--- config.mk ---
export PLATFORM = sky130hd
export DESIGN_NAME = bht_bimodal_update
export DESIGN_NICKNAME = d
export VERILOG_FILES = /design/src/rtl/bht_bimodal_update.sv
export SDC_FILE = /design/constraint.sdc
export NUM_CORES = 2
export LEC_CHECK = 0
export CAP_MARGIN = 10
export CORE_MARGIN = 2
export CORE_UTILIZATION = 25
export CTS_CLUSTER_DIAMETER = 150
export DETAILED_ROUTE_END_ITERATION = 8
export DONT_BUFFER_PORTS = 1
export PLACE_DENSITY = 0.43
export SLEW_MARGIN = 20
export SYNTH_ARGS = -nofsm -noshare
export SYNTH_HDL_FRONTEND = slang
export SYNTH_SLANG_ARGS = --single-unit
export TNS_END_PERCENT = 20
--- constraint.sdc ---
create_clock -name clk_i -period 67.8 [get_ports clk_i]
set_input_delay 13.56 -clock clk_i [delete_from_list [all_inputs] [get_ports clk_i]]
set_output_delay 13.56 -clock clk_i [all_outputs]
set_load 0.02 [all_outputs]
--- src/rtl/bht_bimodal_update.sv ---
// Bimodal branch history table: 2-bit saturating counters trained on resolved branches.
// Optional build macro BHT_UPDATE_FWD_EN forwards a same-cycle, same-index update into the prediction.
module bht_bimodal_update #(
    parameter int unsigned NR_ENTRIES   = 1024,
    parameter int unsigned VLEN         = 39,
    parameter int unsigned INSTR_OFFSET = 1
) (
    input  logic            clk_i,
    input  logic            rst_ni,
    input  logic            flush_bp_i,
    input  logic            debug_mode_i,
    input  logic            lookup_valid_i,
    input  logic [VLEN-1:0] lookup_pc_i,
    output logic            pred_valid_o,
    output logic            pred_taken_o,
    output logic            ready_o,
    input  logic            res_valid_i,
    input  logic [VLEN-1:0] res_pc_i,
    input  logic            res_is_branch_i,
    input  logic            res_taken_i,
    input  logic            res_mispredict_i,
    output logic [31:0]     mispredict_cnt_o
);

    localparam int unsigned IW = $clog2(NR_ENTRIES);

    typedef enum logic {
        INIT,
        RUN
    } state_e;

    state_e        state_q;
    logic [IW-1:0] init_ptr_q;
    logic          ready_q;
    logic          pred_valid_q;
    logic          pred_taken_q;
    logic [31:0]   mispredict_cnt_q;
    logic [1:0]    ctr_q [NR_ENTRIES];

    logic [IW-1:0] lookup_idx;
    logic [IW-1:0] res_idx;
    logic          run;
    logic          train_en;
    logic          lookup_en;
    logic [1:0]    res_ctr;
    logic [1:0]    res_ctr_next;
    logic [1:0]    lookup_ctr;
    logic          unused_pc_bits;

    assign lookup_idx     = lookup_pc_i[INSTR_OFFSET +: IW];
    assign res_idx        = res_pc_i[INSTR_OFFSET +: IW];
    assign unused_pc_bits = ^{lookup_pc_i, res_pc_i};

    assign run      = (state_q == RUN);
    assign train_en = run && res_valid_i && res_is_branch_i && !debug_mode_i && !flush_bp_i;

    // Lookup has no back-pressure: a lookup accepted in RUN yields pred_valid_o exactly one
    // cycle later; lookups presented while ready_o is low (or during a flush) are dropped.
    assign lookup_en = run && lookup_valid_i && !flush_bp_i;

    assign res_ctr = ctr_q[res_idx];

    always_comb begin
        res_ctr_next = res_ctr;
        if (res_taken_i) begin
            if (res_ctr != 2'b11) res_ctr_next = res_ctr + 2'd1;
        end else begin
            if (res_ctr != 2'b00) res_ctr_next = res_ctr - 2'd1;
        end
    end

    always_comb begin
        lookup_ctr = ctr_q[lookup_idx];
`ifdef BHT_UPDATE_FWD_EN
        if (train_en && (res_idx == lookup_idx)) lookup_ctr = res_ctr_next;
`endif
    end

    // Counter storage carries no reset; the init sweep defines its contents.
    always_ff @(posedge clk_i) begin
        if (!flush_bp_i) begin
            if (state_q == INIT) begin
                ctr_q[init_ptr_q] <= 2'b01;
            end else if (train_en) begin
                ctr_q[res_idx] <= res_ctr_next;
            end
        end
    end

    always_ff @(posedge clk_i or negedge rst_ni) begin
        if (!rst_ni) begin
            state_q    <= INIT;
            init_ptr_q <= '0;
            ready_q    <= 1'b0;
        end else if (flush_bp_i) begin
            state_q    <= INIT;
            init_ptr_q <= '0;
            ready_q    <= 1'b0;
        end else begin
            case (state_q)
                INIT: begin
                    init_ptr_q <= init_ptr_q + 1'b1;
                    if (init_ptr_q == IW'(NR_ENTRIES - 1)) begin
                        state_q <= RUN;
                        ready_q <= 1'b1;
                    end
                end
                RUN: begin
                    state_q <= RUN;
                    ready_q <= 1'b1;
                end
                default: begin
                    state_q    <= INIT;
                    init_ptr_q <= '0;
                    ready_q    <= 1'b0;
                end
            endcase
        end
    end

    always_ff @(posedge clk_i or negedge rst_ni) begin
        if (!rst_ni) begin
            pred_valid_q <= 1'b0;
            pred_taken_q <= 1'b0;
        end else begin
            pred_valid_q <= lookup_en;
            pred_taken_q <= lookup_en ? lookup_ctr[1] : 1'b0;
        end
    end

    // Statistics survive flushes; only reset clears them.
    always_ff @(posedge clk_i or negedge rst_ni) begin
        if (!rst_ni) begin
            mispredict_cnt_q <= '0;
        end else if (train_en && res_mispredict_i) begin
            mispredict_cnt_q <= mispredict_cnt_q + 32'd1;
        end
    end

    assign ready_o          = ready_q;
    assign pred_valid_o     = pred_valid_q;
    assign pred_taken_o     = pred_taken_q;
    assign mispredict_cnt_o = mispredict_cnt_q;

endmodule
; ---- Yosys cells after proc, flatten, opt, wreduce, memory -nomap -nowiden
; Memories as Yosys holds them, arrays and structs flattened.
; Cells that the tools add are included.
[totals]
register_bits = 46
ramBits = 2048
out_inout_bits = 35
mem_count = 1
[op_classes]
add_sub_neg = 4
n_eq_ne = 4
mux = 22
n_bitwise = 1
reduce_logical = 11
[memory_table]
columns = name, depth, width, rd, rd_ports_with_merged_regs, wr, line_no
row1 = ctr_q, 1024, 2, 2, 0, 1, 38  ; logic [1:0] ctr_q [NR_ENTRIES];
[ops]
columns = operator, n
row1 = $add A32 B1 Y32 const B, 1
row2 = $mux W10, 3
row3 = $mux W1, 13
row4 = $add A10 B1 Y10 const B, 1
row5 = $eq A10 B10 Y1 const B, 1
row6 = $mux W2, 4
row7 = $logic_and A1 B1 Y1, 7
row8 = $ne A2 B2 Y1 const B, 2
row9 = $pmux W1 S2, 2
row10 = $ne A3 B2 Y1 const B, 1
row11 = $add A2 B1 Y2 const B, 1
row12 = $logic_not A1 Y1, 2
row13 = $reduce_bool A2 Y1, 1
row14 = $reduce_or A2 Y1, 1
row15 = $sub A2 B1 Y2 const B, 1
row16 = $not A1 Y1, 1

; ---- Longest topological paths before layout
[depth]
ltp_word = 10
depth_mapped = 15
mapped_depth_nobuf = 9

; ---- Worst setup path before layout
; OpenSTA, ideal clock, no wires.
[synth_path]
path_kind = input to register
startpoint = input port res_valid_i
endpoint = memory ctr_q[0][0], data pin
arrival_ns = 58.968
slack_ns = -0.237
path_stages = 4
n_path_buf = 1
cell_sequence = and3b_1 -> and2_2 -> clkbuf_1 -> a311oi_1
[synth_via]
elab_chain_len = 10
[synth_lines]
columns = element, line_no
row1 = from (decl), 17  ; input logic res_valid_i,
row2 = $logic_and A1 B1 Y1 (4 in series), 55  ; assign train_en = run && res_valid_i && res_is_branch_i && !debug_mode_i && !flush_bp_i;
row3 = $mux W1, 84  ; end else if (train_en) begin
row4 = $mux W1, 82  ; if (state_q == INIT) begin
row5 = $mux W1, 81  ; if (!flush_bp_i) begin
row6 = $mux W1 (implied by the code), 85  ; ctr_q[res_idx] <= res_ctr_next;
row7 = $reduce_or A2 Y1 (no source line), n/a
row8 = $mux W2 (no source line), n/a
row9 = to (decl), 38
; Every way passes these cells.

; ---- Final worst setup path
[layout_path]
startpoint = input port res_pc_i[1]
endpoint = memory ctr_q[336][1], data pin
[layout_via]
elab_chain_len = 5
word_cells_on_any_way = 9
cone_classes = add/sub: 2 / eq/ne: 1 / mux: 4 / reduce/logical: 1 / memory: 1
[layout_lines]
columns = element, line_no
row1 = from (decl), 18  ; input logic [VLEN-1:0] res_pc_i,
row2 = $mem_v2 Z1024 W2 (*), n/a
row3 = "$sub A2 B1 Y2, or another cell as far along", 68  ; if (res_ctr != 2'b00) res_ctr_next = res_ctr - 2'd1;
row4 = $mux W2 (on tied branches), "68, 66"
row5 = $mux W2 (*), 65  ; if (res_taken_i) begin
row6 = $mux W2 (no source line) (*), n/a
; Every way passes the cells marked *; elsewhere a longest branch is shown, timed or not.

==> flow_summary.yaml <==
run_status:
  status: "finished clean"
logic_synthesis:
  ys_types: 87
  synth_xor_area_share_pct: 0.3707
  syn_nets: 5631
  synth_cells: 5542
  synth.area.mux_share_pct: 20.62
  synth_compound_gate_area_share_pct: 2.665
  yosys.area_share.simple_pct: 7.134
  netlist_area_um2: 94500
  synth_ff_type: "edfxtp_1"
  synth_area_per_cell_um2: 17.05
  synth-seq-cells: 2094
  synth-async-reset-ratio_pct: 2.197
  synth-adder-area-share_pct: 0.02648
  yosys_warnings: 0
  synth_edf_count: 2048
  ys_seq_area_share_pct: 66.30
  synth_top_family_by_area: "multiplexers"
cells_and_area:
  drive_above_1_share_pct: 23.29
  stdcell_area_um2: 107500
  num-nets-final: 5538
  fillers: 37330
  syn_to_final_growth_pct: 13.77
  finish.utilization_pct: 28.61
  finalNonFillerCells: 10650
floorplan:
  fp.dieH_um: 618.8
  die_w_um: 618.8
  fp.dieArea_um2: 382900
  core_area_um2: 375800
  num_rows: 225
  start_util_pct: 25.14
  io-pin-count: 122
routing:
  drt_wl_total_mm: 353.6
  dr.pass1.iters: 5
  wl_per_cell_um: 33.21
  drc_errors: 0
  via_count: 55250
  final_antenna_net_count: 0
  via_per_inst: 5.189
  dr.first_iter.drc_count: 6565
sta:
  min_period_ns: 21.61
  tns_ns: 0
  finClkSkew_ns: 0.1131
  rsz0062_at_grt: "no"
  slew_headroom_pct: 14.46
  fmax_mhz: 46.28
  drv_slew: 0
  setup_violations: 0
  tightestPinTransition_ns: 1.271
  final_hold_viol_count: 0
  fin_crit_sh_pct: 31.87
global_routing:
  grt_max_degree: 398
  grt_pass1_wl_mm: 482.1
  grt_usage_pct: 18.11
  grt_pass1_vias: 56490
  grt_antenna_before_repair: 34
  gr-total-overflow: 0
clock_tree:
  cts_resized: 0
  cts-root-buf: "clkbuf_16"
  path_clk_slew_ns: 0.06
  clk_latency_ns: 0.95
  cts_hold_buf: 0
  cts_max_level: 4
  post_cts_buffers: 0
  cts_buffers: 241
  cts_tree: "built"
  clockBufferDepth: 4
  cts.sinks: 2094
worst_setup_path:
  crit_arrival_ns: 22.13
  r2r-start: "run$_DFF_PN0_"
  start_kind: "input port"
  crit_required_ns: 68.33
  rrSetupSlack_ns: 60.71
  critPathKind: "input port to register"
  r2r-end: "ctr_q[336][1]$_DFFE_PP_"
  reg2reg_depth: 11
  crit_path_end_kind: "register"
  cp_max_fo: 91
placed_design:
  portBuffers: 0
  place_area_um2: 99730
  gp_congestion: 0.8309
  placed_cells: 10190
  dp.final_hpwl_mm: 198.8
worst_hold_path:
  whs_endpoint: "init_ptr_q[4]$_DFFE_PN0P_"
  whs_path_depth: 2
  hp-start: "init_ptr_q[4]$_DFFE_PN0P_"
  hold_path.class: "register to register"
pwr:
  p_leak_nw: 37.23
  pwr_density_cell_nw_per_um2: 25.84
  irDropWorstVdd_v: 0.00002538
flow_run:
  maxCapViolCount: 0
worst max-delay path by stage:
stage	start	to	cells past startpoint
3_3_place_gp	res_pc_i[1]	ctr_q[498][1]$_DFFE_PP_	15
6_report	res_pc_i[1]	ctr_q[336][1]$_DFFE_PP_	16
2_1_floorplan	res_pc_i[1]	ctr_q[0][1]$_DFFE_PP_	13
5_1_grt	res_pc_i[1]	ctr_q[502][1]$_DFFE_PP_	16
3_5_place_dp	res_pc_i[1]	ctr_q[497][1]$_DFFE_PP_	15
4_1_cts	res_pc_i[1]	ctr_q[336][1]$_DFFE_PP_	15
power breakdown:
group          switching [mW]  leakage (nW)  internal (mW)
Sequential           0.000364          24.2           1.40
Clock                   0.546          3.70          0.731
Combinational          0.0663          9.31         0.0350
layout by cell type (no fill, tap or decap), types with 12 or more instances in the layout:
cell       synthesis  layout
nand2_1          229     204
nand3_4            0      12
a31oi_1           20      20
buf_4             33     118
mux4_1            50      50
nor3_1            60      57
nand2_4            0      16
xor2_1            15      15
nand3_1           71      59
a221oi_1          18      18
clkbuf_1         205      43
and3_1            18      18
nor2_1          1112    1107
clkinv_1           3      67
nor4_1            15      14
and2_1            14      14
clkinv_2           0      47
o22ai_1           46      46
a211oi_1          14      14
nor2b_1           26      20
bufinv_16          0      21
nand2b_1          21      17
mux2_2            13      13
o21ai_0           33      31
dfrtp_1           46      46
edfxtp_1        2048    2048
xnor2_1           25      25
clkbuf_16          0     242
mux2i_1          120     120
a22oi_1           73      73
a21oi_1           52      52
buf_16             0      13
nand4_1           22      22
mux4_2           747     747
flip-flops by register name (all words and copies together) (netlist names):
register and cells:
ctr_q 2048, init_ptr_q 10, mispredict_cnt_o 32, pred_taken_o 1, pred_valid_o 1, ready_o 1
run 1
metrics by stage:
step	hold slack, ns	power, mW	worst slack, ns
2_1_floorplan	0.5208	1.497	2.352
3_3_place_gp	0.6114	1.518	45.52
3_5_place_dp	0.6105	1.518	45.43
4_1_cts	0.6245	2.790	46.36
5_1_grt	0.6595	2.847	45.88
6_report	0.6095	2.778	46.19
layout make-up:
| cell class | count | area, µm² | share of cell area, % |
|---|---|---|---|
| Sequential cell | 2094 | 62650 | 58.28 |
| Multi-Input combinational cell | 2959 | 29600 | 27.53 |
| Antenna cell | 10 | 25.02 | 0.02328 |
| Tap cell | 4994 | 6248 | 5.812 |
| Timing Repair Buffer | 139 | 1386 | 1.290 |
| Inverter | 14 | 60.06 | 0.05586 |
| Clock buffer | 287 | 6245 | 5.809 |
| Clock inverter | 150 | 1291 | 1.201 |
layer usage:
metal / vias to the layer above / share of wire (%) / global-route usage [%]
met3: 539 / 6.6 / 2.815
li1: 22080 / - / -
met5: - / 0.022 / 0
met2: 2167 / 48 / 30.20
met4: 12 / 3.5 / 6.061
met1: 30460 / 41 / 24.00
worst max-delay path: stages:
cell       delay (ns)
buf_16           0.34
buf_16           0.48
buf_16           0.39
buf_16           0.48
nand2b_1         0.74
o22ai_1          0.32
a2111oi_0        0.10
a2111oi_0        0.46
o21a_1           0.25
a31oi_1          0.12
nor4b_2          1.07
o21ai_0          0.39
o311ai_4         0.31
buf_4            0.75
buf_4            0.76
buf_4            0.80
Yosys cell counts, types with 13 or more instances:
| library cell | instances | area share [%] |
|---|---|---|
| mux2_2 | 13 | 0.15 |
| a22oi_1 | 73 | 0.58 |
| o21ai_0 | 33 | 0.17 |
| mux2i_1 | 120 | 1.3 |
| nor2b_1 | 26 | 0.17 |
| xnor2_1 | 25 | 0.23 |
| clkbuf_1 | 205 | 0.81 |
| nor2_1 | 1112 | 4.4 |
| buf_12 | 19 | 0.40 |
| nand2_1 | 229 | 0.91 |
| xor2_1 | 15 | 0.14 |
| nor3_1 | 60 | 0.32 |
| buf_2 | 90 | 0.48 |
| buf_6 | 29 | 0.35 |
| a221oi_1 | 18 | 0.17 |
| buf_1 | 86 | 0.34 |
| a21oi_1 | 52 | 0.28 |
| and3_1 | 18 | 0.12 |
| buf_4 | 33 | 0.26 |
| nor4_1 | 15 | 0.099 |
| mux4_1 | 50 | 1.4 |
| a211oi_1 | 14 | 0.11 |
| nand2b_1 | 21 | 0.14 |
| edfxtp_1 | 2048 | 65 |
| o22ai_1 | 46 | 0.30 |
| mux4_2 | 747 | 18 |
| nand3_1 | 71 | 0.38 |
| and2_1 | 14 | 0.093 |
| a2111oi_0 | 14 | 0.13 |
| dfrtp_1 | 46 | 1.2 |
| a31oi_1 | 20 | 0.13 |
| nand4_1 | 22 | 0.15 |
cell families after synthesis:
family                     count (synthesis)
muxes                                    930
and+or+nand+nor                         1631
adders and majority gates                  2
AOI/OAI and AO/OA                        356
DFF                                     2094
buffers and inverters                    489
xor gates and xnor gates                  40
No activity file was read; power rests on OpenSTA's default activity.
